## src/rtl/pipe_pkg.sv

```systemverilog
// Shared types and constants for the pipe stage register and its skid buffer.
package pipe_pkg;

    localparam int DEFAULT_CNT_W = 16;

    typedef enum logic [1:0] {
        EMPTY = 2'd0,
        ONE   = 2'd1,
        FULL  = 2'd2
    } skid_state_e;

endpackage

```

## src/rtl/pipe_stage_reg_if.sv

```systemverilog
// Valid/ready handshake bundle for the upstream and downstream sides of a pipe stage.
interface pipe_stage_reg_if #(
    parameter int DATA_W = 128
);
    logic              in_valid;
    logic              in_ready;
    logic [DATA_W-1:0] in_data;
    logic              out_valid;
    logic              out_ready;
    logic [DATA_W-1:0] out_data;
    logic              out_nop;

    modport master (
        output in_valid, in_data, out_ready,
        input  in_ready, out_valid, out_data, out_nop
    );

    modport slave (
        input  in_valid, in_data, out_ready,
        output in_ready, out_valid, out_data, out_nop
    );
endinterface

```

## src/rtl/pipe_skid_buf.sv

```systemverilog
// Two-entry skid buffer: output register plus one spill register, with in_ready
// driven from a flop so downstream ready never reaches upstream combinationally.
module pipe_skid_buf
    import pipe_pkg::*;
#(
    parameter int                DATA_W      = 128,
    parameter logic [DATA_W-1:0] NOP_PAYLOAD = {DATA_W{1'b0}}
) (
    input  logic              clk,
    input  logic              reset,
    input  logic              flush,
    input  logic              in_valid,
    output logic              in_ready,
    input  logic [DATA_W-1:0] in_data,
    output logic              out_valid,
    input  logic              out_ready,
    output logic [DATA_W-1:0] out_data,
    output logic              out_nop
);

    skid_state_e       state_r;
    skid_state_e       state_nx_s;
    logic [DATA_W-1:0] out_data_r;
    logic [DATA_W-1:0] out_data_nx_s;
    logic [DATA_W-1:0] skid_data_r;
    logic [DATA_W-1:0] skid_data_nx_s;
    logic              out_valid_r;
    logic              out_nop_r;
    logic              in_ready_r;
    logic              accept_s;
    logic              emit_s;

    assign accept_s = in_valid & in_ready_r;
    assign emit_s   = out_valid_r & out_ready;

    // Next-state and next-payload selection for the skid FSM.
    always_comb begin
        state_nx_s     = state_r;
        out_data_nx_s  = out_data_r;
        skid_data_nx_s = skid_data_r;
        if (flush) begin
            state_nx_s     = EMPTY;
            out_data_nx_s  = NOP_PAYLOAD;
            skid_data_nx_s = NOP_PAYLOAD;
        end else begin
            case (state_r)
                EMPTY: begin
                    if (accept_s) begin
                        state_nx_s    = ONE;
                        out_data_nx_s = in_data;
                    end else begin
                        state_nx_s = EMPTY;
                    end
                end
                ONE: begin
                    if (accept_s && emit_s) begin
                        out_data_nx_s = in_data;
                    end else if (accept_s) begin
                        state_nx_s     = FULL;
                        skid_data_nx_s = in_data;
                    end else if (emit_s) begin
                        state_nx_s    = EMPTY;
                        out_data_nx_s = NOP_PAYLOAD;
                    end else begin
                        state_nx_s = ONE;
                    end
                end
                FULL: begin
                    // in_ready is low here, so only the spilled word can move forward
                    if (emit_s) begin
                        state_nx_s     = ONE;
                        out_data_nx_s  = skid_data_r;
                        skid_data_nx_s = NOP_PAYLOAD;
                    end else begin
                        state_nx_s = FULL;
                    end
                end
                default: begin
                    state_nx_s     = EMPTY;
                    out_data_nx_s  = NOP_PAYLOAD;
                    skid_data_nx_s = NOP_PAYLOAD;
                end
            endcase
        end
    end

    // State, payload and registered handshake outputs.
    always_ff @(posedge clk) begin
        if (reset) begin
            state_r     <= EMPTY;
            out_data_r  <= NOP_PAYLOAD;
            skid_data_r <= NOP_PAYLOAD;
            out_valid_r <= 1'b0;
            out_nop_r   <= 1'b1;
            in_ready_r  <= 1'b1;
        end else begin
            state_r     <= state_nx_s;
            out_data_r  <= out_data_nx_s;
            skid_data_r <= skid_data_nx_s;
            out_valid_r <= (state_nx_s != EMPTY);
            out_nop_r   <= (state_nx_s == EMPTY);
            in_ready_r  <= (state_nx_s != FULL);
        end
    end

    assign in_ready  = in_ready_r;
    assign out_valid = out_valid_r;
    assign out_data  = out_data_r;
    assign out_nop   = out_nop_r;

endmodule

```

## src/rtl/pipe_stage_reg.sv

```systemverilog
// Registered pipeline stage with flush and stall/bubble counters.
// Define PIPE_STAGE_SKID_EN to use a 2-entry skid buffer with a registered in_ready.
module pipe_stage_reg
    import pipe_pkg::*;
#(
    parameter int                DATA_W      = 128,
    parameter logic [DATA_W-1:0] NOP_PAYLOAD = {DATA_W{1'b0}},
    parameter int                CNT_W       = DEFAULT_CNT_W
) (
    input  logic             clk,
    input  logic             reset,
    input  logic             flush,
    pipe_stage_reg_if.slave  bus,
    output logic [CNT_W-1:0] stall_cnt,
    output logic [CNT_W-1:0] bubble_cnt
);

    logic              in_ready_s;
    logic              out_valid_s;
    logic [DATA_W-1:0] out_data_s;
    logic              out_nop_s;
    logic [CNT_W-1:0]  stall_cnt_r;
    logic [CNT_W-1:0]  bubble_cnt_r;

    function automatic logic [CNT_W-1:0] sat_inc(input logic [CNT_W-1:0] value);
        return (&value) ? value : value + {{(CNT_W-1){1'b0}}, 1'b1};
    endfunction

`ifdef PIPE_STAGE_SKID_EN
    pipe_skid_buf #(
        .DATA_W      (DATA_W),
        .NOP_PAYLOAD (NOP_PAYLOAD)
    ) u_skid (
        .clk       (clk),
        .reset     (reset),
        .flush     (flush),
        .in_valid  (bus.in_valid),
        .in_ready  (in_ready_s),
        .in_data   (bus.in_data),
        .out_valid (out_valid_s),
        .out_ready (bus.out_ready),
        .out_data  (out_data_s),
        .out_nop   (out_nop_s)
    );
`else
    logic              out_valid_r;
    logic              out_nop_r;
    logic [DATA_W-1:0] out_data_r;

    assign in_ready_s = bus.out_ready | ~out_valid_r;

    // Single output register: load on accept, empty on emit, kill on flush.
    always_ff @(posedge clk) begin
        if (reset || flush) begin
            out_valid_r <= 1'b0;
            out_nop_r   <= 1'b1;
            out_data_r  <= NOP_PAYLOAD;
        end else if (bus.in_valid && in_ready_s) begin
            out_valid_r <= 1'b1;
            out_nop_r   <= 1'b0;
            out_data_r  <= bus.in_data;
        end else if (out_valid_r && bus.out_ready) begin
            out_valid_r <= 1'b0;
            out_nop_r   <= 1'b1;
            out_data_r  <= NOP_PAYLOAD;
        end else begin
            out_valid_r <= out_valid_r;
            out_nop_r   <= out_nop_r;
            out_data_r  <= out_data_r;
        end
    end

    assign out_valid_s = out_valid_r;
    assign out_nop_s   = out_nop_r;
    assign out_data_s  = out_data_r;
`endif

    // Saturating stall/bubble counters; flush does not touch them.
    always_ff @(posedge clk) begin
        if (reset) begin
            stall_cnt_r  <= {CNT_W{1'b0}};
            bubble_cnt_r <= {CNT_W{1'b0}};
        end else begin
            if (out_valid_s && !bus.out_ready) begin
                stall_cnt_r <= sat_inc(stall_cnt_r);
            end
            if (!out_valid_s && bus.out_ready) begin
                bubble_cnt_r <= sat_inc(bubble_cnt_r);
            end
        end
    end

    assign bus.in_ready  = in_ready_s;
    assign bus.out_valid = out_valid_s;
    assign bus.out_data  = out_data_s;
    assign bus.out_nop   = out_nop_s;
    assign stall_cnt     = stall_cnt_r;
    assign bubble_cnt    = bubble_cnt_r;

endmodule
```

## src/flat_wrapper.sv

```systemverilog
// flat-port wrapper written by rule: the top's interface ports become plain ports
module pipe_stage_reg_flat import pipe_pkg::*;
#(
    parameter int                DATA_W      = 128,
    parameter logic [DATA_W-1:0] NOP_PAYLOAD = {DATA_W{1'b0}},
    parameter int                CNT_W       = DEFAULT_CNT_W
)
  (clk, reset, flush, stall_cnt, bubble_cnt, bus_in_valid, bus_in_data, bus_out_ready, bus_in_ready, bus_out_valid, bus_out_data, bus_out_nop);
  pipe_stage_reg_if #(.DATA_W(DATA_W)) bus_i ();
  input  logic clk;
  input  logic reset;
  input  logic flush;
  output logic [CNT_W-1:0] stall_cnt;
  output logic [CNT_W-1:0] bubble_cnt;
  input wire logic [$bits(bus_i.in_valid)-1:0] bus_in_valid;
  input wire logic [$bits(bus_i.in_data)-1:0] bus_in_data;
  input wire logic [$bits(bus_i.out_ready)-1:0] bus_out_ready;
  output wire logic [$bits(bus_i.in_ready)-1:0] bus_in_ready;
  output wire logic [$bits(bus_i.out_valid)-1:0] bus_out_valid;
  output wire logic [$bits(bus_i.out_data)-1:0] bus_out_data;
  output wire logic [$bits(bus_i.out_nop)-1:0] bus_out_nop;
  assign bus_i.in_valid = bus_in_valid;
  assign bus_i.in_data = bus_in_data;
  assign bus_i.out_ready = bus_out_ready;
  assign bus_in_ready = bus_i.in_ready;
  assign bus_out_valid = bus_i.out_valid;
  assign bus_out_data = bus_i.out_data;
  assign bus_out_nop = bus_i.out_nop;
  pipe_stage_reg #(.DATA_W(DATA_W), .NOP_PAYLOAD(NOP_PAYLOAD), .CNT_W(CNT_W)) u_core (.clk(clk), .reset(reset), .flush(flush), .bus(bus_i), .stall_cnt(stall_cnt), .bubble_cnt(bubble_cnt));
endmodule
```

## config.mk

```make
export PLATFORM = sky130hd
export DESIGN_NAME = pipe_stage_reg_flat
export DESIGN_NICKNAME = d
export VERILOG_FILES = /design/src/rtl/pipe_pkg.sv /design/src/rtl/pipe_stage_reg_if.sv /design/src/rtl/pipe_skid_buf.sv /design/src/rtl/pipe_stage_reg.sv /design/src/flat_wrapper.sv
export SDC_FILE = /design/constraint.sdc
export NUM_CORES = 1
export LEC_CHECK = 0
export ABC_AREA = 1
export CORE_MARGIN = 2
export CORE_UTILIZATION = 55
export DETAILED_ROUTE_END_ITERATION = 7
export DONT_BUFFER_PORTS = 1
export PLACE_DENSITY_LB_ADDON = 0.05
export REMOVE_ABC_BUFFERS = 1
export SYNTH_ARGS = -nofsm -noshare
export SYNTH_HDL_FRONTEND = slang
export SYNTH_SLANG_ARGS = --single-unit
```

## constraint.sdc

```tcl
create_clock -name clk -period 1.3 [get_ports clk]
set_input_delay 0.065 -clock clk [delete_from_list [all_inputs] [get_ports clk]]
set_output_delay 0.065 -clock clk [all_outputs]
set_load 0.03 [all_outputs]
```

==> results.txt, run 1 <==
outcome -> did not finish
Failed at -> global routing
stop err -> [ERROR DPL-0038] Utilization greater than 100%, impossible to legalize
H-tree depth -> 4
Die Ht -> 115 um
number of enable flip-flop cells after synthesis -> 0
synth top area cells -> dfxtp_1 (48%), nand3_1 (20%), a21oi_1 (10%)
Netlist Area Pre-Place -> 0.00680 mm2
sequential element share of the synthesized area -> 47.7%
CTS max path bufs -> 2
Syn Inst Count -> 882
commonest cells in the netlist -> nand3_1 (278), dfxtp_1 (162), a21oi_1 (139)
synth warn -> 0
largest area contributor in the netlist -> dfxtp_1
Die X-Extent -> 115 um
Yosys cell types -> 30
syn avg cell area -> 7.71 um2
largest net degree at the start of global routing -> 130
worst endpoint type -> register input
post-GRT worst EP -> u_core.bubble_cnt[9]$_SDFFE_PP0P_/D
fraction of registers with async set/reset -> 0%
TritonCTS sink count -> 162
Yosys reg bits -> 162
PortBufs -> 0
top_reg_cell synth -> dfxtp_1
Ports -> 296
Root Buffer -> clkbuf_16
Initial Utilization -> 56.4%
Post-DP HPWL -> 14.5 mm
CTS Buf Count -> 17
Final GP Congestion -> 0.846
most used standard cell by instance count after synthesis -> nand3_1
post-synth top area share -> 47.7%
# rows -> 40
-- logic make-up after synthesis --
group                      share of synthesized area [%]
AOI/OAI and AO/OA                                   11.9
xor gates and xnor gates                            1.42
adders and majority gates                          0.368
buffers and inverters                               6.80
DFF                                                 47.7
and+or+nand+nor                                     31.8
-- timing repair --
action | CTS
hold endpoints to repair | 133
resized for setup | 71
hold buffers | 130
gates cloned | 5
setup buffers | 9
endpoints found under the setup margin | 33
pin swaps | 29
-- per-stage QoR --
step	cell area (um2)	hold slack [ps]	std cells	setup slack, ps
floorplan	6430	134	807	-2600
global placement	8410	137	1194	-250
detailed placement	8410	143	1194	-277
CTS	10800	-207	1370	-141
==> inputs of run 2 (changes only) <==
CORE_UTILIZATION = 40   (was 55)
PLACE_DENSITY_LB_ADDON = 0.15   (was 0.05)
clock period = 1.7 ns   (was 1.3 ns; I/O delays follow)
==> run 2 against run 1 <==
The flow now finishes, with violations (negative hold slack). Area after synthesis unchanged. Synthesized cell count unchanged.
==> results.txt, run 2 <==
# Post-CTS Setup Buffers -> 0 (-9)
share of cells above drive strength 1 -> 10.4%
Setup CP Type -> reg2reg
worst min-delay path class -> in2reg
# rows -> 47 (+18%)
Via Count -> 6851
Final ANT Viol Nets -> 0
fin area -> 0.00905 mm2
final setup violation count -> 0
Root Buffer -> clkbuf_16
Fill cells -> 1511
largest net degree at the start of global routing -> 130
P_leak -> 3.40 nW
fraction of registers with async set/reset -> 0% (unchanged)
clock-pin slew on the worst setup and hold paths -> 70 ps
Fin. Hold Viols -> 59
synth warn -> 0 (unchanged)
commonest cells in the netlist -> nand3_1 (278), dfxtp_1 (162), a21oi_1 (139)
first-pass GRT wire length -> 33.7 mm
met3 wire length -> 1.84 mm
kind of end point of the critical path -> flop
hold_ws -> -168 ps
max layer used -> met4
max_cap viols -> 0
final setup margin -> 150 ps
cts hold-fix bufs -> 134 (+3.1%)
most used standard cell by instance count after synthesis -> nand3_1
CP Launch Type -> flop
TritonCTS sink count -> 162 (unchanged)
Die X-Extent -> 134 um (+17%)
Final min period -> 1550 ps
Die Ht -> 134 um (+17%)
sequential element share of the synthesized area -> 47.7% (unchanged)
post-synth top area share -> 47.7% (unchanged)
Placed Instance Area -> 0.00716 mm2 (-15%)
Yosys cell types -> 30 (unchanged)
number of global-route vias before repair -> 6473
peak supply drop -> 0.000664 V
flip-flop count of the largest register after layout -> 128
fin nets -> 1142
average routed wire per standard cell -> 17.2 um
hold path depth -> 2
CTS max path bufs -> 2 (unchanged)
power density cells -> 973 mW/mm2
Clock Skew -> 15.8 ps
worst slew pin tran -> 505 ps
worst-skew pair later-pin latency -> 420 ps
syn avg cell area -> 7.71 um2 (unchanged)
outcome -> finished with violations
Max Clock Freq -> 645 MHz
Final GP Congestion -> 0.823 (-2.7%)
Syn Inst Count -> 882 (unchanged)
gr usage total -> 23.1%
core area -> 0.0166 mm2
crit path max fanout -> 7
Initial Utilization -> 41.0% (-15 points)
setup_tns -> 0 ps
CTS tree -> built
M1 wire length -> 8.39 mm
initial antenna violation count -> 0
Reg2Reg Depth -> 8
PortBufs -> 0 (unchanged)
Yosys reg bits -> 162 (unchanged)
DRT iter0 DRCs -> 363
Layout area overhead -> 33.1%
Via density -> 5.52
final global-route overflow total -> 0
placed insts -> 1074 (-10%)
Initial DRT Pass Iterations -> 6
commonest non-fill, non-tap cell in the layout -> nand3_1
Arr. time, crit path -> 1850 ps
CTS Buf Count -> 17 (unchanged)
pre-CTS WS -> 66.6 ps (+344 ps)
met2 routed WL -> 10.7 mm
die area -> 0.0181 mm2
Netlist Area Pre-Place -> 0.00680 mm2 (unchanged)
Final Core Density -> 54.6%
Ports -> 296 (unchanged)
H-tree depth -> 4 (unchanged)
Total Power -> 8.81 mW
# DRC -> 0
top_reg_cell synth -> dfxtp_1
final worst-path cycle share -> 91.2%
largest area contributor in the netlist -> dfxtp_1
synth top area cells -> dfxtp_1 (48%), nand3_1 (20%), a21oi_1 (10%)
failing checks -> negative hold slack
number of enable flip-flop cells after synthesis -> 0 (unchanged)
total wire length -> 21.4 mm
Post-DP HPWL -> 13.2 mm (-8.5%)
most frequent cells in the layout -> nand3_1 (278), dfxtp_1 (162), a21oi_1 (139), dlygate4sd3_1 (134), nor2_1 (71)
Req. time, crit path -> 2000 ps
worst relative slew slack -> 66.4%
post-route insts no fill -> 1241
Final Max Slew Viols -> 0
==> run 2: cell counts after synthesis <==
Identical to the previous run, type by type.
==> run 2: repair_timing <==
item / CTS / global route
hold endpoints to repair: 133 / 125
endpoints found under the setup margin: 0 / 7
resized for setup: 0 / 2
==> run 2: per-layer routing <==
| layer | GRT usage [%] | vias up |
|---|---|---|
| li1 | - | 3302 |
| met1 | 27.8 | 3184 |
| met2 | 38.4 | 316 |
| met3 | 7.79 | 49 |
| met4 | 8.30 | 0 |
| met5 | 0 | - |
==> run 2: path summary, 6_finish.rpt <==
check / startpoint / endpoint / slack [ps]
hold reg to reg: u_core.bubble_cnt[9]$_SDFFE_PP0P_ / u_core.bubble_cnt[9]$_SDFFE_PP0P_ / 560
hold / removal: bus_in_valid / u_core.bus.out_data[8]$_SDFFE_PP0P_ / -170
setup / recovery: u_core.stall_cnt[0]$_SDFFE_PP0P_ / u_core.stall_cnt[13]$_SDFFE_PP0P_ / 150
setup reg to reg: u_core.stall_cnt[0]$_SDFFE_PP0P_ / u_core.stall_cnt[13]$_SDFFE_PP0P_ / 150
==> run 2: logic make-up (layout without fill, tap and decap cells) <==
group / after synthesis / count (layout) / share of synthesized area (%)
fa+ha+maj: 2 / 2 / 0.368
compound gates: 161 / 161 / 11.9
xor+xnor: 11 / 11 / 1.42
flops: 162 / 162 / 47.7
other cells: 0 / 1 / 0
buf+inv: 98 / 236 / 6.80
simple gates: 448 / 448 / 31.8
==> run 2: final cells by class <==
cell class	count	area [um2]	area share, %
clock buffer	19	443	4.89
tap	220	275	3.04
sequential	162	3240	35.8
timing repair buffer	181	1780	19.7
antenna	1	2.50	0.0276
clock inverter	13	98.8	1.09
inverter	23	88.8	0.981
multi-input combinational	622	3120	34.5
==> run 2: power breakdown <==
| group | switching (mW) | total [mW] | leakage (nW) | internal (mW) |
|---|---|---|---|---|
| Combinational | 0.527 | 0.986 | 1.82 | 0.458 |
| Clock | 1.65 | 3.58 | 0.261 | 1.93 |
| Sequential | 0.316 | 4.25 | 1.32 | 3.93 |
| Total | 2.49 | 8.81 | 3.40 | 6.32 |
==> run 2: worst max-delay path, stage by stage, from the launching register on <==
cell,delay [ps]
dfxtp_1,410
ha_1,240
nand2_2,90
nor2_4,150
nand4_1,180
nand2_2,190
nand2_1,70
nand2_1,60
nor2_1,30
Power figures use the tool's default switching activity.
==> inputs of run 3 (changes only) <==
==> constraint.sdc (replaced) <==
create_clock -name clk -period 1.7 [get_ports clk]
set_input_delay 0.17 -clock clk [delete_from_list [all_inputs] [get_ports clk]]
set_output_delay 0.17 -clock clk [all_outputs]
set_load 0.03 [all_outputs]
==> run 3 against run 2 <==
The flow still finishes with violations (negative hold slack). First-iteration DRC count is 20% higher. Sequential share of layout area decreased by 0.24 points. Critical path type is now reg2out. Critical endpoint is now bus_in_ready. Clock skew decreased by 2.7 ps. Cell area rose by 0.70%. Wire length down 0.52%. Worst setup slack got worse by 24 ps.
==> results.txt, run 3 (synthesized netlist as in run 2, its figures left out) <==
die area -> 0.0181 mm2 (unchanged)
area of the multi-input gates -> 0.00312 mm2 (unchanged)
Final GP Congestion -> 0.822 (about the same)
# rows -> 47 (unchanged)
outcome -> finished with violations
Layout area overhead -> 34.0%
Int Pwr -> 6.65 mW (+5.2%)
Max Clock Freq -> 635 MHz (-1.5%)
fin nets -> 1143 (+0.088%)
hold_ws -> -66.5 ps (+102 ps)
final global-route overflow total -> 0 (unchanged)
Total Power -> 9.16 mW (+4.0%)
Final min period -> 1570 ps (+24.1 ps)
Ports -> 296 (unchanged)
Final Max Slew Viols -> 0 (unchanged)
Sequential Power Share -> 46.4% (-1.8 points)
Fill cells -> 1502 (-0.60%)
Via Count -> 6868 (+0.25%)
# Post-CTS Setup Buffers -> 0 (unchanged)
Logic pwr share -> 10.7% (-0.5 points)
CTS Buf Count -> 17 (unchanged)
gr usage total -> 23.1% (+0.083 points)
final worst-path cycle share -> 92.6% (+1.4 points)
worst r2r src -> u_core.bus.out_valid$_SDFFE_PP0P_
Net Sw Power -> 2.51 mW (+0.80%)
R2R Setup Slk -> 190 ps (+40 ps)
Root Buffer -> clkbuf_16
Req. time, crit path -> 1530 ps (-470 ps)
Placed Instance Area -> 0.00714 mm2 (-0.28%)
Worst path max stage delay -> 360 ps (-50 ps)
slowest stage cell, crit path -> dfxtp_1
clock-pin slew on the worst setup and hold paths -> 70 ps (about the same)
worst min-delay path class -> in2reg
Critical Path Sink -> bus_in_ready
Die Ht -> 134 um (unchanged)
worst relative slew slack -> 71.0% (+4.7 points)
Fin. Hold Viols -> 81 (+37%)
initial antenna violation count -> 0 (unchanged)
power density cells -> 1000 mW/mm2 (+3.2%)
Die X-Extent -> 134 um (unchanged)
largest net degree at the start of global routing -> 130 (unchanged)
P_leak -> 3.43 nW (+0.90%)
Initial Utilization -> 41.0% (unchanged)
peak supply drop -> 0.000662 V (-0.30%)
crit path max fanout -> 90 (+83)
average routed wire per standard cell -> 17.2 um (-0.52%)
Clk pwr share -> 42.9% (+2.3 points)
CTS max path bufs -> 2 (unchanged)
cts hold-fix bufs -> 136 (+1.5%)
max_cap viols -> 0 (unchanged)
worst r2r dst -> u_core.bus.out_data[70]$_SDFFE_PP0P_
H-tree depth -> 4 (unchanged)
failing checks -> negative hold slack
flip-flop count of the largest register after layout -> 128 (unchanged)
commonest non-fill, non-tap cell in the layout -> nand3_1
DRT iter0 DRCs -> 435 (+20%)
worst slew pin tran -> 434 ps (-70.2 ps)
share of cells above drive strength 1 -> 10.5% (+0.088 points)
Initial DRT Pass Iterations -> 5 (-1)
worst-path cell chain -> nand2_4 > buf_12
Clock Skew -> 13.1 ps (-2.70 ps)
kind of end point of the critical path -> output port
CP Launch Type -> flop
ant diodes -> 0 (-1)
switching share of power -> 27.4% (-0.86 points)
first-pass GRT wire length -> 33.7 mm (about the same)
total wire length -> 21.3 mm (-0.52%)
Arr. time, crit path -> 1400 ps (-450 ps)
Reg2Reg Depth -> 5 (-3)
most frequent cells in the layout -> nand3_1 (278), dfxtp_1 (161), a21oi_1 (139), dlygate4sd3_1 (136), nor2_1 (71)
Sequential Area -> 0.00324 mm2 (about the same)
Worst setup startpoint -> u_core.bus.out_valid$_SDFFE_PP0P_
CTS tree -> built
worst-skew pair later-pin latency -> 430 ps (about the same)
Final ANT Viol Nets -> 0 (unchanged)
Via density -> 5.53 (+0.25%)
unrepaired setup endpoints after global routing -> false
core area -> 0.0166 mm2 (unchanged)
Setup CP Type -> reg2out
Post-DP HPWL -> 13.3 mm (+0.72%)
# DRC -> 0 (unchanged)
PortBufs -> 0 (unchanged)
number of global-route vias before repair -> 6646 (+2.7%)
fin area -> 0.00912 mm2 (+0.70%)
final setup violation count -> 0 (unchanged)
TritonCTS sink count -> 162 (unchanged)
run 3: cell types whose count changed in the layout (fill, tap and decap cells not counted):
cell | before | now
clkbuf_1 | 1 | 0
inv_8 | 0 | 3
bufinv_16 | 0 | 2
buf_12 | 7 | 6
dfxtp_1 | 162 | 161
clkinv_4 | 2 | 3
dfxtp_2 | 0 | 1
clkinvlp_4 | 3 | 1
diode_2 | 1 | 0
inv_6 | 5 | 4
dlygate4sd3_1 | 134 | 136
clkinv_2 | 3 | 1
run 3: worst min-delay path by stage:
| stage | startpoint | end | slack, ps | cells past startpoint |
|---|---|---|---|---|
| 4_1_cts | bus_in_valid | u_core.bus.out_data[0]$_SDFFE_PP0P_ | -100 | 2 |
| 3_5_place_dp | reset | u_core.stall_cnt[3]$_SDFFE_PP0P_ | 250 | 1 |
| 5_1_grt | bus_in_valid | u_core.bus.out_data[90]$_SDFFE_PP0P_ | -90 | 2 |
| 2_1_floorplan | reset | u_core.stall_cnt[3]$_SDFFE_PP0P_ | 240 | 1 |
| 3_3_place_gp | reset | u_core.stall_cnt[3]$_SDFFE_PP0P_ | 240 | 1 |
| 6_report | bus_in_valid | u_core.bus.out_data[43]$_SDFFE_PP0P_ | -70 | 2 |
run 3: area by class of cell:
cell class	count	share of cell area (%)
multi-input cells	622	34.2
clock inverters	14	1.84
repair buffers	182	19.5
well taps	220	3.02
inverters	23	0.974
clock buffers	18	4.82
flip-flops and latches	162	35.6
run 3: what timing repair did:
action,in CTS,in global routing
gates resized for setup,0,3
endpoints found under the setup margin,0,7
hold endpoints to repair,133,118
run 3: critical path: cells and delay by family, from the launching register on:
kind	cells	cell delay (ps)
flip-flops	1	360
AND/OR/NAND/NOR	1	200
buffers and inverters	1	340
run 3: layer usage:
layer / global-route usage [%] / part of all wire, % / vias up
met4: 8.95 / 2.7 / 0
met1: 26.9 / 39 / 3190
met5: 0 / 0 / -
met2: 38.9 / 50 / 329
met3: 8.31 / 8.7 / 49
li1: - / - / 3300
run 3: power by group through the flow:
stage | Sequential (mW) | Combinational, mW | Clock, mW
6_report | 4.25 | 0.985 | 3.93
5_1_grt | 4.27 | 1.08 | 4.17
3_3_place_gp | 4.33 | 0.695 | 0
4_1_cts | 4.25 | 0.975 | 4.01
3_5_place_dp | 4.34 | 0.714 | 0
2_1_floorplan | 4.39 | 0.408 | 0
run 3: per-stage QoR:
stage / util [%] / std cells / TNS [ps] / hold WS, ps / setup WS [ps]
global route: 55.0 / 1241 / 0 / -88.2 / 39.2
global placement: 43.1 / 1073 / 0 / 243 / 91.4
CTS: 54.9 / 1241 / 0 / -98.0 / 65.0
detailed placement: 43.1 / 1073 / 0 / 248 / 78.5
floorplan: - / 807 / -289340 / 239 / -2200
finish: 55.0 / 1241 / 0 / -66.5 / 126
==> inputs of run 4 (changes only) <==
--- a/config.mk
+++ b/config.mk
@@ -14,2 +14,3 @@
 export REMOVE_ABC_BUFFERS = 1
+export SETUP_SLACK_MARGIN = 0.4
 export SYNTH_ARGS = -nofsm -noshare
==> constraint.sdc (replaced) <==
create_clock -name clk -period 1.7 [get_ports clk]
set_input_delay 0.255 -clock clk [delete_from_list [all_inputs] [get_ports clk]]
set_output_delay 0.255 -clock clk [all_outputs]
set_load 0.03 [all_outputs]
==> run 4 against run 3 <==
The flow still finishes with violations (negative hold slack). Maximum frequency rose by 11%. Sequential power about the same. Worst setup slack better by 150 ps. Cell count is 3.9% higher. Critical path depth is 8 higher. Worst hold slack gained 59 ps. First-iteration DRC count grew 22%. Count of clock-buffer cells in the layout rose by 3. Critical endpoint is now u_core.stall_cnt[13]$_SDFFE_PP0P_. Via count grew 7.9%. Register-to-register slack improved by 90 ps.
==> results.txt, run 4 (synthesized netlist as in run 2, its figures left out) <==
M1 wire length -> 10.1 mm (+22%)
worst slew pin tran -> 821 ps (+387 ps)
outcome -> finished with violations
unrepaired setup endpoints after global routing -> true
initial antenna violation count -> 0 (unchanged)
final worst-path cycle share -> 83.7% (-8.9 points)
Die X-Extent -> 134 um (unchanged)
Total Power -> 9.47 mW (+3.4%)
worst min-delay path class -> in2reg
CTS tree -> built
Die Ht -> 134 um (unchanged)
Root Buffer -> clkbuf_16
Via Count -> 7411 (+7.9%)
Final ANT Viol Nets -> 0 (unchanged)
kind of end point of the critical path -> flop
Clock Skew -> 9.21 ps (-3.94 ps)
Initial Utilization -> 41.0% (unchanged)
ant diodes -> 0 (unchanged)
# rows -> 47 (unchanged)
met3 wire length -> 2.42 mm (+31%)
Final Max Slew Viols -> 0 (unchanged)
Arr. time, crit path -> 1730 ps (+330 ps)
peak supply drop -> 0.000670 V (+1.3%)
max_cap viols -> 0 (unchanged)
H-tree depth -> 4 (unchanged)
worst relative slew slack -> 45.2% (-26 points)
worst r2r src -> u_core.stall_cnt[1]$_SDFFE_PP0P_
hold path startpoint -> bus_in_data[115]
Initial DRT Pass Iterations -> 5 (unchanged)
PortBufs -> 0 (unchanged)
number of global-route vias before repair -> 7003 (+5.4%)
Fin. Hold Viols -> 1 (-99%)
Placed Instance Area -> 0.00717 mm2 (+0.42%)
slowest stage cell, crit path -> dfxtp_4
flip-flop count of the largest register after layout -> 128 (unchanged)
DRT iter0 DRCs -> 531 (+22%)
worst-skew pair later-pin latency -> 420 ps (about the same)
max layer used -> met4
total wire length -> 27.0 mm (+27%)
met2 routed WL -> 13.7 mm (+30%)
Req. time, crit path -> 2000 ps (+470 ps)
fin nets -> 1192 (+4.3%)
Worst path most repeated cell -> nor2_4
most frequent cells in the layout -> nand3_1 (247), dfxtp_1 (143), a21oi_1 (127), dlygate4sd3_1 (122), nand2_1 (58)
CTS Buf Count -> 17 (unchanged)
Setup CP Type -> reg2reg
worst-path cell chain -> ha_4 > nand2_4 > nor2_4 > nand2_4 > nor2_4 > buf_6 > nor2_4 > nand3_2 > nand2_1 > nor2_1
fin area -> 0.0106 mm2 (+16%)
final setup violation count -> 0 (unchanged)
gr usage total -> 25.2% (+2.1 points)
largest net degree at the start of global routing -> 116 (-11%)
clock-pin slew on the worst setup and hold paths -> 60 ps (about the same)
Final GP Congestion -> 0.845 (+2.7%)
CTS max path bufs -> 2 (unchanged)
Via density -> 5.74 (+3.8%)
die area -> 0.0181 mm2 (unchanged)
Max Clock Freq -> 703 MHz (+11%)
failing checks -> negative hold slack
CP Launch Type -> flop
final global-route overflow total -> 0 (unchanged)
Ports -> 296 (unchanged)
core area -> 0.0166 mm2 (unchanged)
Final min period -> 1420 ps (-151 ps)
share of cells above drive strength 1 -> 25.9% (+15 points)
Layout area overhead -> 55.4%
commonest non-fill, non-tap cell in the layout -> nand3_1
first-pass GRT wire length -> 36.4 mm (+7.7%)
hold_ws -> -7.42 ps (+59.1 ps)
# DRC -> 0 (unchanged)
TritonCTS sink count -> 162 (unchanged)
average routed wire per standard cell -> 20.9 um (+22%)
P_leak -> 4.05 nW (+18%)
Worst path max stage delay -> 360 ps (about the same)
Post-DP HPWL -> 13.4 mm (+0.78%)
crit path max fanout -> 5 (-94%)
power density cells -> 896 mW/mm2 (-11%)
Worst setup startpoint -> u_core.stall_cnt[1]$_SDFFE_PP0P_
run 4: changes by cell type in the layout (fill, tap and decap cells not counted), sizes merged, moves of 2 or more:
cell,delta
buf,+46
bufbuf,+2
clkbuf,+14
clkinvlp,+3
dlygate4sd3,-14
inv,-6
nand2,+2
run 4: path summary, 6_finish.rpt:
path / end / slack [ps] / depth (start not counted)
max: u_core.stall_cnt[13]$_SDFFE_PP0P_ / 280 / 10
min reg2reg: u_core.stall_cnt[7]$_SDFFE_PP0P_ / 520 / 2
max reg2reg: u_core.stall_cnt[13]$_SDFFE_PP0P_ / 280 / 10
min: u_core.bus.out_data[115]$_SDFFE_PP0P_ / -7 / 2
run 4: repair_timing:
item | CTS | global route
gates resized for setup | 62 | 137
endpoints found under the hold margin | 124 | 3
setup buffers | 17 | 17
hold buffers | 122 | 1
endpoints found under the setup margin | 172 | 167
pin swaps | 19 | 53
cloned | 7 | 17
run 4: routing by layer:
layer	vias up	track usage, %
li1	3419	-
met1	3509	29.6
met2	418	43.9
met3	65	7.33
met4	0	8.48
met5	-	0
run 4: critical path: cells and delay by family, from the launching register on:
kind          cells  cell delay (ps)
fa+ha+maj         1              170
buf+inv           1              130
flops             1              360
simple gates      8              640
run 4: where the power goes:
group / total [mW] / leakage (nW) / switching, mW / internal (mW)
Clock: 3.91 / 0.286 / 1.61 / 2.29
Combinational: 1.31 / 2.43 / 0.681 / 0.630
Sequential: 4.26 / 1.33 / 0.323 / 3.93
Total: 9.47 / 4.05 / 2.62 / 6.86
run 4: through the flow:
step                util, %  setup TNS [ps]  setup slack [ps]  hold slack [ps]  std cells
CTS                    57.5               0               302            0.993       1255
floorplan                 -         -289340             -2200              324        807
detailed placement     43.2               0              60.6              332       1077
global placement       43.2               0              94.2              328       1077
global route           63.7               0               205            0.104       1290
finish                 63.7               0               277            -7.42       1290
run 4: cell type report:
| cell class | count | area (um2) |
|---|---|---|
| clock buffers | 21 | 470 |
| clock inverters | 11 | 128 |
| fillers | 1345 | 6010 |
| inverters | 23 | 92.6 |
| multi-input cells | 625 | 3690 |
| flip-flops and latches | 162 | 3280 |
| well taps | 220 | 275 |
| repair buffers | 228 | 2630 |
